## src/rtl/aes_job_ctrl.sv

```systemverilog
// Job sequencer for the AES-128 stream engine: latches key and block count, clears and enables the engine.
// Latency: zero-cycle combinational passthrough on the word, key and output streams while running.
// Backpressure: ready/valid on every stream; every stream is held idle outside the RUN phase.
module aes_job_ctrl #(
   parameter int unsigned BLOCK_CNT_W = 16
) (
   input  logic                   clk_i,
   input  logic                   rst_i,
   input  logic                   start_i,
   input  logic                   clear_i,
   input  logic [BLOCK_CNT_W-1:0] num_blocks_i,
   input  logic [127:0]           key_i,
   input  logic                   src_valid_i,
   output logic                   src_ready_o,
   input  logic [31:0]            src_data_i,
   output logic                   word_valid_o,
   input  logic                   word_ready_i,
   output logic [31:0]            word_data_o,
   output logic                   key_valid_o,
   input  logic                   key_ready_i,
   output logic [31:0]            key_data_o,
   input  logic                   eng_valid_i,
   output logic                   eng_ready_o,
   input  logic [31:0]            eng_data_i,
   output logic                   dst_valid_o,
   input  logic                   dst_ready_i,
   output logic [31:0]            dst_data_o,
   output logic                   eng_clear_o,
   output logic                   eng_enable_o,
   output logic                   busy_o,
   output logic                   done_o,
   output logic [BLOCK_CNT_W-1:0] blocks_done_o
);
   // Word counters must hold 4*N for the largest N, hence two extra bits.
   localparam int unsigned CW = BLOCK_CNT_W + 2;

   typedef enum logic [1:0] {S_IDLE, S_CLEAR, S_RUN, S_DONE} state_e;

   state_e                 state_q, state_d;
   logic [127:0]           key_q, key_d;
   logic [BLOCK_CNT_W-1:0] nblk_q, nblk_d;
   logic [CW-1:0]          in_cnt_q, in_cnt_d;
   logic [CW-1:0]          key_cnt_q, key_cnt_d;
   logic [CW-1:0]          out_cnt_q, out_cnt_d;
   logic                   abort_q, abort_d;
   logic [CW-1:0]          limit;
   logic                   in_open, key_open, out_open;
   logic [31:0]            key_word;

   // Total words per job; every counter stops here, so nothing wraps inside a job.
   assign limit    = {nblk_q, 2'b00};
   assign in_open  = (in_cnt_q < limit);
   assign key_open = (key_cnt_q < limit);
   assign out_open = (out_cnt_q < limit);

   assign busy_o        = (state_q != S_IDLE);
   assign eng_enable_o  = busy_o;
   assign blocks_done_o = out_cnt_q[CW-1:2];

   // Key word replay: the low two bits of the key counter pick the word, MSB word first.
   always_comb begin
      key_word = key_q[127:96];
      case (key_cnt_q[1:0])
         2'd0: key_word = key_q[127:96];
         2'd1: key_word = key_q[95:64];
         2'd2: key_word = key_q[63:32];
         2'd3: key_word = key_q[31:0];
         default: key_word = key_q[127:96];
      endcase
   end

   // Next-state, counter and stream-output logic; streams are quiet except in RUN.
   always_comb begin
      state_d      = state_q;
      key_d        = key_q;
      nblk_d       = nblk_q;
      in_cnt_d     = in_cnt_q;
      key_cnt_d    = key_cnt_q;
      out_cnt_d    = out_cnt_q;
      abort_d      = 1'b0;
      src_ready_o  = 1'b0;
      word_valid_o = 1'b0;
      word_data_o  = '0;
      key_valid_o  = 1'b0;
      key_data_o   = '0;
      eng_ready_o  = 1'b0;
      dst_valid_o  = 1'b0;
      dst_data_o   = '0;
      eng_clear_o  = abort_q;
      done_o       = 1'b0;

      case (state_q)
         S_IDLE: begin
            if (start_i) begin
               key_d     = key_i;
               nblk_d    = num_blocks_i;
               in_cnt_d  = '0;
               key_cnt_d = '0;
               out_cnt_d = '0;
               // An empty job skips the engine clear and reports completion directly.
               state_d   = (num_blocks_i != '0) ? S_CLEAR : S_DONE;
            end
         end
         S_CLEAR: begin
            eng_clear_o = 1'b1;
            state_d     = S_RUN;
         end
         S_RUN: begin
            word_valid_o = src_valid_i & in_open;
            src_ready_o  = word_ready_i & in_open;
            word_data_o  = src_data_i;
            key_valid_o  = key_open;
            key_data_o   = key_word;
            dst_valid_o  = eng_valid_i;
            eng_ready_o  = dst_ready_i;
            dst_data_o   = eng_data_i;
            if (src_valid_i && word_ready_i && in_open) begin
               in_cnt_d = in_cnt_q + 1'b1;
            end
            if (key_open && key_ready_i) begin
               key_cnt_d = key_cnt_q + 1'b1;
            end
            if (eng_valid_i && dst_ready_i && out_open) begin
               out_cnt_d = out_cnt_q + 1'b1;
               if (out_cnt_d == limit) begin
                  state_d = S_DONE;
               end
            end
         end
         S_DONE: begin
            done_o  = 1'b1;
            state_d = S_IDLE;
         end
         default: state_d = S_IDLE;
      endcase

      // Abort wins over everything else; the engine clear is issued from a flag next cycle.
      if (clear_i && (state_q != S_IDLE)) begin
         state_d = S_IDLE;
         abort_d = 1'b1;
      end
   end

   // State register.
   always_ff @(posedge clk_i) begin
      if (rst_i) begin
         state_q <= S_IDLE;
      end else begin
         state_q <= state_d;
      end
   end

   // Job context, counters and abort flag.
   always_ff @(posedge clk_i) begin
      if (rst_i) begin
         key_q     <= '0;
         nblk_q    <= '0;
         in_cnt_q  <= '0;
         key_cnt_q <= '0;
         out_cnt_q <= '0;
         abort_q   <= 1'b0;
      end else begin
         key_q     <= key_d;
         nblk_q    <= nblk_d;
         in_cnt_q  <= in_cnt_d;
         key_cnt_q <= key_cnt_d;
         out_cnt_q <= out_cnt_d;
         abort_q   <= abort_d;
      end
   end
endmodule

```

## config.mk

```make
export PLATFORM = sky130hd
export DESIGN_NAME = aes_job_ctrl
export DESIGN_NICKNAME = d
export VERILOG_FILES = /design/src/rtl/aes_job_ctrl.sv
export SDC_FILE = /design/constraint.sdc
export NUM_CORES = 1
export LEC_CHECK = 0
export BUFFER_PORTS_ARGS = -buffer_cell sky130_fd_sc_hd__buf_2
export CORE_MARGIN = 2
export CORE_UTILIZATION = 45
export DETAILED_ROUTE_END_ITERATION = 8
export GPL_TIMING_DRIVEN = 0
export PLACE_DENSITY = 0.7
export SKIP_LAST_GASP = 1
export SYNTH_ARGS = -nofsm -noshare
export SYNTH_HDL_FRONTEND = slang
export SYNTH_SLANG_ARGS = --single-unit
```

## constraint.sdc

```tcl
create_clock -name clk_i -period 4.8 [get_ports clk_i]
set_input_delay 0.24 -clock clk_i [delete_from_list [all_inputs] [get_ports clk_i]]
set_output_delay 0.24 -clock clk_i [all_outputs]
set_load 0.1 [all_outputs]
```

==> impl_metrics.ini, run 1 <==
[run_status]
status = completed

[cts]
cts_tree = yes
clock_latency_ns = 0.53
cts_setup_buffers = 0
clockBufferDepth = 3
clkTransAtPathRegs_ns = 0.06
cts_resized = 0
cts.htree.levels = 1
postCtsHoldBufs = 143
root_buffer = clkbuf_16
cts_made_buffers = 23
cts.sinks = 201

[timing]
slew_viol_final = 0
fin_worst_skew_ns = 0.01593
tns_ns = 0
worst_pin_slew_ns = 0.9262
hold_viol = 0
min_period_ns = 3.384
setup_viol = 0
fmax_mhz = 295.6
post-route-period-util = 0.7049
hold_slack_ns = 0.02235
grt_setup_unrepaired = no
slew_headroom = 0.3826

[floorplanning]
rows = 56
die_w_um = 158.4
start_util = 0.4582
design.die.area_sq_um = 25080
io_pins = 338
fp.coreArea_sq_um = 23400
dieHeight_um = 158.4

[setup_path]
cp.arrival_ns = 3.14
crit_type = reg2out
timing.rr.start = nblk_q[12]
reg2reg_slack_ns = 1.76
endpoint_kind = primary output
r2r_cells = 10
crit_slowest_cell = a2111oi_4
startpoint_type = flop
cpMostUsedCell = and3_1
max_stage_delay_ns = 0.45
rr_endpoint = out_cnt_q[11]
worstPathRequired_ns = 4.56
crit_fanout = 3
path_cells = inv_1, ha_1, and3_1, a221oi_1, nor3_1, a2111oi_4, and3_1, buf_2

[drt]
wl_per_cell_um = 17.71
drc = 0
drtIter0Drc = 805
first_pass_iters = 6
detail-route-antenna-nets = 0
wl_um = 40230
via_per_inst = 5.408
num_vias = 12280

[placement]
routabilityCongestion = 0.9031
placement.io_buffers = 336
dpl.hpwl_um = 28420

[cells_and_area]
fin_nets = 2210
fill_cells = 2083
drive_gt1_frac = 0.2132
area_growth_syn_to_layout_pct = 40.26

[power_and_ir_drop]
p_leak_nw = 6.405
p_sw_frac = 0.3109
p_sw_mw = 1.484
vdd_drop_max_uv = 242.6
design_power_total_mw = 4.772
power_density_nw_per_um2 = 317.3
p_clk_frac = 0.394
seq_power_share = 0.389
power.internal_mw = 3.288
combPwrFrac = 0.217

[grt]
grt_usage = 0.3139
grt-ovfl-total = 0
grt_first_pass_wirelength_um = 61770
first_global_vias = 11940
grt_max_degree = 13
antenna_found_initial = 1

[synthesis]
synthCells = 1433
synth_fp_nets = 1706
synthArstFlopShare = 0
yosysSeqAreaShare = 0.3753
syn_area_per_cell_sq_um = 7.483
ys_warn_count = 0
ys_seq_elements = 201
synth_most_common_cell = nand2_1
synth.area.top_cells = dfxtp_1 (38%), nand2_1 (12%), a21oi_1 (9.6%)
yosys.area.top_type = dfxtp_1
synthesis.area_sq_um = 10720
synth_ff_type = dfxtp_1
synth_top_area_share = 0.3753
synthTopCellsByCount = nand2_1 (343), a21oi_1 (205), dfxtp_1 (201)
synthDistinctLibCells = 63
synth-edff-count = 0

[min_path]
hp-class = in2reg
hold_start = clear_i
hold_end = abort_q
whs_path_depth = 2

[run]
maxCapViolCount = 0
logic make-up (layout without fill, tap and decap cells):
kind of cell | count (synthesis) | in the layout | synth area share
AO/OA/AOI/OAI | 309 | 309 | 0.1743
XOR/XNOR | 51 | 51 | 0.04166
adder cells (fa/ha/maj) | 57 | 57 | 0.06628
buffers and inverters | 146 | 664 | 0.05939
flip-flops | 201 | 201 | 0.3753
multiplexers | 2 | 2 | 0.001984
other | 0 | 1 | 0
AND/OR/NAND/NOR | 667 | 667 | 0.2811
critical path, delay by kind of cell, from the launching register on:
family | cells | cell delay (ns)
AOI/OAI and AO/OA | 2 | 0.78
and+or+nand+nor | 3 | 0.54
adders and majority gates | 1 | 0.33
buffers and inverters | 2 | 0.58
DFF | 1 | 0.38
cells in the final DEF (no fill, tap or decap), types with 8 or more instances in the layout:
master / count
clkbuf_1: 83
nand2_1: 343
nor2_1: 130
ha_1: 56
and2_1: 69
o21ai_0: 30
buf_2: 343
a21oi_1: 205
xor2_1: 11
or3_1: 12
buf_4: 17
nand3_1: 27
xnor2_1: 40
and3_1: 13
buf_1: 8
a222oi_1: 32
dfxtp_1: 201
nor3_1: 18
dlygate4sd3_1: 143
a21o_1: 8
clkbuf_16: 23
nand4_1: 14
inv_1: 31
nor4_1: 11
registers in the layout, indices dropped and copies added (netlist names):
name       flops
abort_q        1
in_cnt_q      18
key_cnt_q     18
key_q        128
nblk_q        16
out_cnt_q     18
state_q        2
routing by layer:
layer	vias up	routed length [um]	part of all wire	GRT usage
met1	5674	15940	0.40	0.3773
li1	5871	-	-	-
met3	125	3377	0.084	0.05280
met5	-	0	0	0
met2	611	18980	0.47	0.5451
met4	0	1924	0.048	0.1506
area by class of cell:
| cell class | instances | area, sq um | share of cell area |
|---|---|---|---|
| tap | 319 | 399.1 | 0.02654 |
| timing repair buffer | 479 | 3113 | 0.2070 |
| antenna | 1 | 2.502 | 0.0001664 |
| buffer | 115 | 520.5 | 0.03461 |
| clock inverter | 9 | 160.2 | 0.01065 |
| multi-input combinational | 1086 | 6062 | 0.4031 |
| clock buffer | 30 | 641.9 | 0.04268 |
| inverter | 31 | 116.4 | 0.007737 |
| sequential | 201 | 4024 | 0.2676 |
how the worst max path moves through the flow:
stage,start,end,slack (ns),cells after the start
after floorplan,state_q[0],in_cnt_q[12],2.02,8
after global placement,nblk_q[11],in_cnt_q[16],1.82,11
after detailed placement,nblk_q[11],in_cnt_q[16],1.82,11
after CTS,nblk_q[7],key_valid_o,1.40,8
after global routing,nblk_q[7],key_valid_o,1.29,8
final,nblk_q[7],key_valid_o,1.42,8
power by group through the flow:
stage,clock [mW],combinational (mW),sequential (mW)
6_report,1.88,1.04,1.86
5_1_grt,1.96,1.11,1.87
4_1_cts,1.90,1.01,1.86
3_5_place_dp,0,0.918,1.89
3_3_place_gp,0,0.905,1.89
2_1_floorplan,0,0.625,1.87
stage by stage:
| stage | cells | instance area, sq um | util | setup slack [ns] |
|---|---|---|---|---|
| 4_1_cts | 2270 | 15040 | 0.6425 | 1.402 |
| 3_3_place_gp | 2088 | 12800 | 0.5471 | 1.821 |
| 3_5_place_dp | 2088 | 12800 | 0.5471 | 1.815 |
| 6_report | 2271 | 15040 | 0.6426 | 1.416 |
| 5_1_grt | 2271 | 15040 | 0.6426 | 1.291 |
| 2_1_floorplan | 1433 | 10720 | - | 2.016 |
No activity file was read; power rests on OpenSTA's default activity.
==> run 2, diff against run 1 <==
--- a/config.mk
+++ b/config.mk
@@ -10,7 +10,7 @@
 export CORE_UTILIZATION = 45
 export DETAILED_ROUTE_END_ITERATION = 8
 export GPL_TIMING_DRIVEN = 0
-export PLACE_DENSITY = 0.7
+export PLACE_DENSITY = 0.73
 export SKIP_LAST_GASP = 1
 export SYNTH_ARGS = -nofsm -noshare
 export SYNTH_HDL_FRONTEND = slang
==> constraint.sdc (replaced) <==
create_clock -name clk_i -period 3 [get_ports clk_i]
set_input_delay 0.15 -clock clk_i [delete_from_list [all_inputs] [get_ports clk_i]]
set_output_delay 0.15 -clock clk_i [all_outputs]
set_load 0.1 [all_outputs]
==> run 2 against run 1 <==
  * Count of clock-buffer cells in the layout shrank 2
  * Non-clock buffer count grew 2
  * Largest cell class unchanged
  * First-iteration DRC count grew 32%
  * Clock skew shrank 0.0011 ns
  * Critical path type unchanged
==> impl_metrics.ini, run 2 (synthesized netlist as in run 1, its figures left out) <==
[cts]
root_buffer = clkbuf_16
clock_latency_ns = 0.54
clkTransAtPathRegs_ns = 0.06
cts_made_buffers = 23
cts_tree = yes
cts_setup_buffers = 0
cts.sinks = 201
clockBufferDepth = 3
cts.htree.levels = 1

[drt]
drtIter0Drc = 1060
via_per_inst = 5.480
first_pass_iters = 6
detail-route-antenna-nets = 0
wl_per_cell_um = 18.32
drc = 0
wl_um = 41690
num_vias = 12470

[setup_path]
endpoint_kind = primary output
cpMostUsedCell = nor2_1
timing.rr.start = out_cnt_q[15]
crit_type = reg2out
reg2reg_slack_ns = 0.13
crit_slowest_cell = buf_2
crit_fanout = 10
worstPathRequired_ns = 2.85
rr_endpoint = out_cnt_q[11]
path_cells = ha_1, clkbuf_1, clkbuf_2, a222oi_1, nor2_1, a21oi_1, nor2_1, buf_2
max_stage_delay_ns = 0.45
cp.arrival_ns = 2.78
startpoint_type = flop
r2r_cells = 9
worstSetupStartpoint = key_cnt_q[0]

[timing]
hold_viol = 0
timing.final.ws_setup_ns = 0.06601
grt_setup_unrepaired = yes
fin_worst_skew_ns = 0.01486
setup_viol = 0
slew_headroom = 0.3183
worst_pin_slew_ns = 1.023
slew_viol_final = 0
min_period_ns = 2.934
post-route-period-util = 0.9780
fmax_mhz = 340.8

[cells_and_area]
area_growth_syn_to_layout_pct = 42.32
largest-register = key_q
finalNonFillerCells = 2276
largest_reg_flops = 128
final_cell_mix = nand2_1 (342), buf_2 (323), a21oi_1 (205), dfxtp_1 (198), dlygate4sd3_1 (145)
drive_gt1_frac = 0.2306
fin_nets = 2212
final_common_cell = nand2_1

[min_path]
hp-class = in2reg
hold_end = key_cnt_q[1]
hold_start = key_ready_i
whs_path_depth = 5

[run_status]
status = completed

[floorplanning]
io_pins = 338
start_util = 0.4582
die_w_um = 158.4
rows = 56
dieHeight_um = 158.4
fp.coreArea_sq_um = 23400
design.die.area_sq_um = 25080

[power_and_ir_drop]
p_clk_frac = 0.403
p_sw_frac = 0.3178
power_density_nw_per_um2 = 512.5
vdd_drop_max_uv = 485.8
combPwrFrac = 0.216
p_leak_nw = 6.473
seq_power_share = 0.381
power.internal_mw = 5.336
p_sw_mw = 2.485

[grt]
antenna_found_initial = 1
grt-ovfl-total = 0
first_global_vias = 12150
grt_first_pass_wirelength_um = 62490
grt_max_degree = 15
grt_usage = 0.3190

[placement]
place_ws_ns = -0.0007612
dpl.hpwl_um = 28460
dp_cells = 2088
routabilityCongestion = 0.9282
placement.io_buffers = 336

[run]
maxCapViolCount = 0
## run 2: power by group through the flow
stage	Clock (mW)	Sequential (mW)	Combinational, mW
6_report	3.15	2.98	1.69
5_1_grt	3.25	2.99	1.81
4_1_cts	3.15	2.97	1.63
3_5_place_dp	0	3.02	1.47
3_3_place_gp	0	3.02	1.44
2_1_floorplan	0	2.99	1.00
## run 2: worst max-delay path by stage
stage	endpoint	slack, ns	cells after the start
final	key_data_o[22]	0.07	8
after global routing	in_cnt_q[14]	-0.03	11
after CTS	key_valid_o	-0.002	8
after detailed placement	key_cnt_q[13]	-0.0008	11
after global placement	nblk_q[3]	0.06	8
after floorplan	in_cnt_q[16]	0.22	8
## run 2: repair_timing
action | 4_1_cts | 5_1_grt
hold buffers | 145 | 0
gates resized for setup | 20 | 49
setup endpoints to repair | 35 | 121
gates cloned | 0 | 0
endpoints found under the hold margin | 145 | 0
pin swaps | 1 | 3
## run 2: metal layers
| metal | track usage | part of all wire | vias to the layer above |
|---|---|---|---|
| met5 | 0 | 0 | - |
| met4 | 0.1656 | 0.051 | 0 |
| met3 | 0.04627 | 0.091 | 142 |
| met2 | 0.5681 | 0.48 | 731 |
| met1 | 0.3714 | 0.38 | 5716 |
| li1 | - | - | 5883 |
## run 2: through the flow
stage	hold WS [ns]	utilization	setup TNS, ns	cell area, sq um	total power, mW
5_1_grt	0.08803	0.6521	-0.03187	15260	8.046
4_1_cts	0.04817	0.6471	-0.002303	15140	7.743
2_1_floorplan	0.2860	-	0	10720	3.990
3_5_place_dp	0.3953	0.5471	-0.0007612	12800	4.495
6_report	0.05570	0.6521	0	15260	7.821
3_3_place_gp	0.3924	0.5471	0	12800	4.465
## run 2: critical path, delay by kind of cell (launching register included)
kind            cells  cell delay [ns]
buf+inv             3             1.15
fa+ha+maj           1             0.19
simple gates        2             0.28
compound gates      2             0.19
flops               1             0.44
## run 2: area by class of cell
class                   instances  area [sq um]
diodes                          1         2.502
well taps                     319         399.1
repair buffers                481          3203
fillers                      2021          8142
plain buffers                 115         540.5
flip-flops and latches        201          4030
inverters                      31         116.4
multi-input cells            1086          6131
clock buffers                  28         614.3
clock inverters                14         224.0
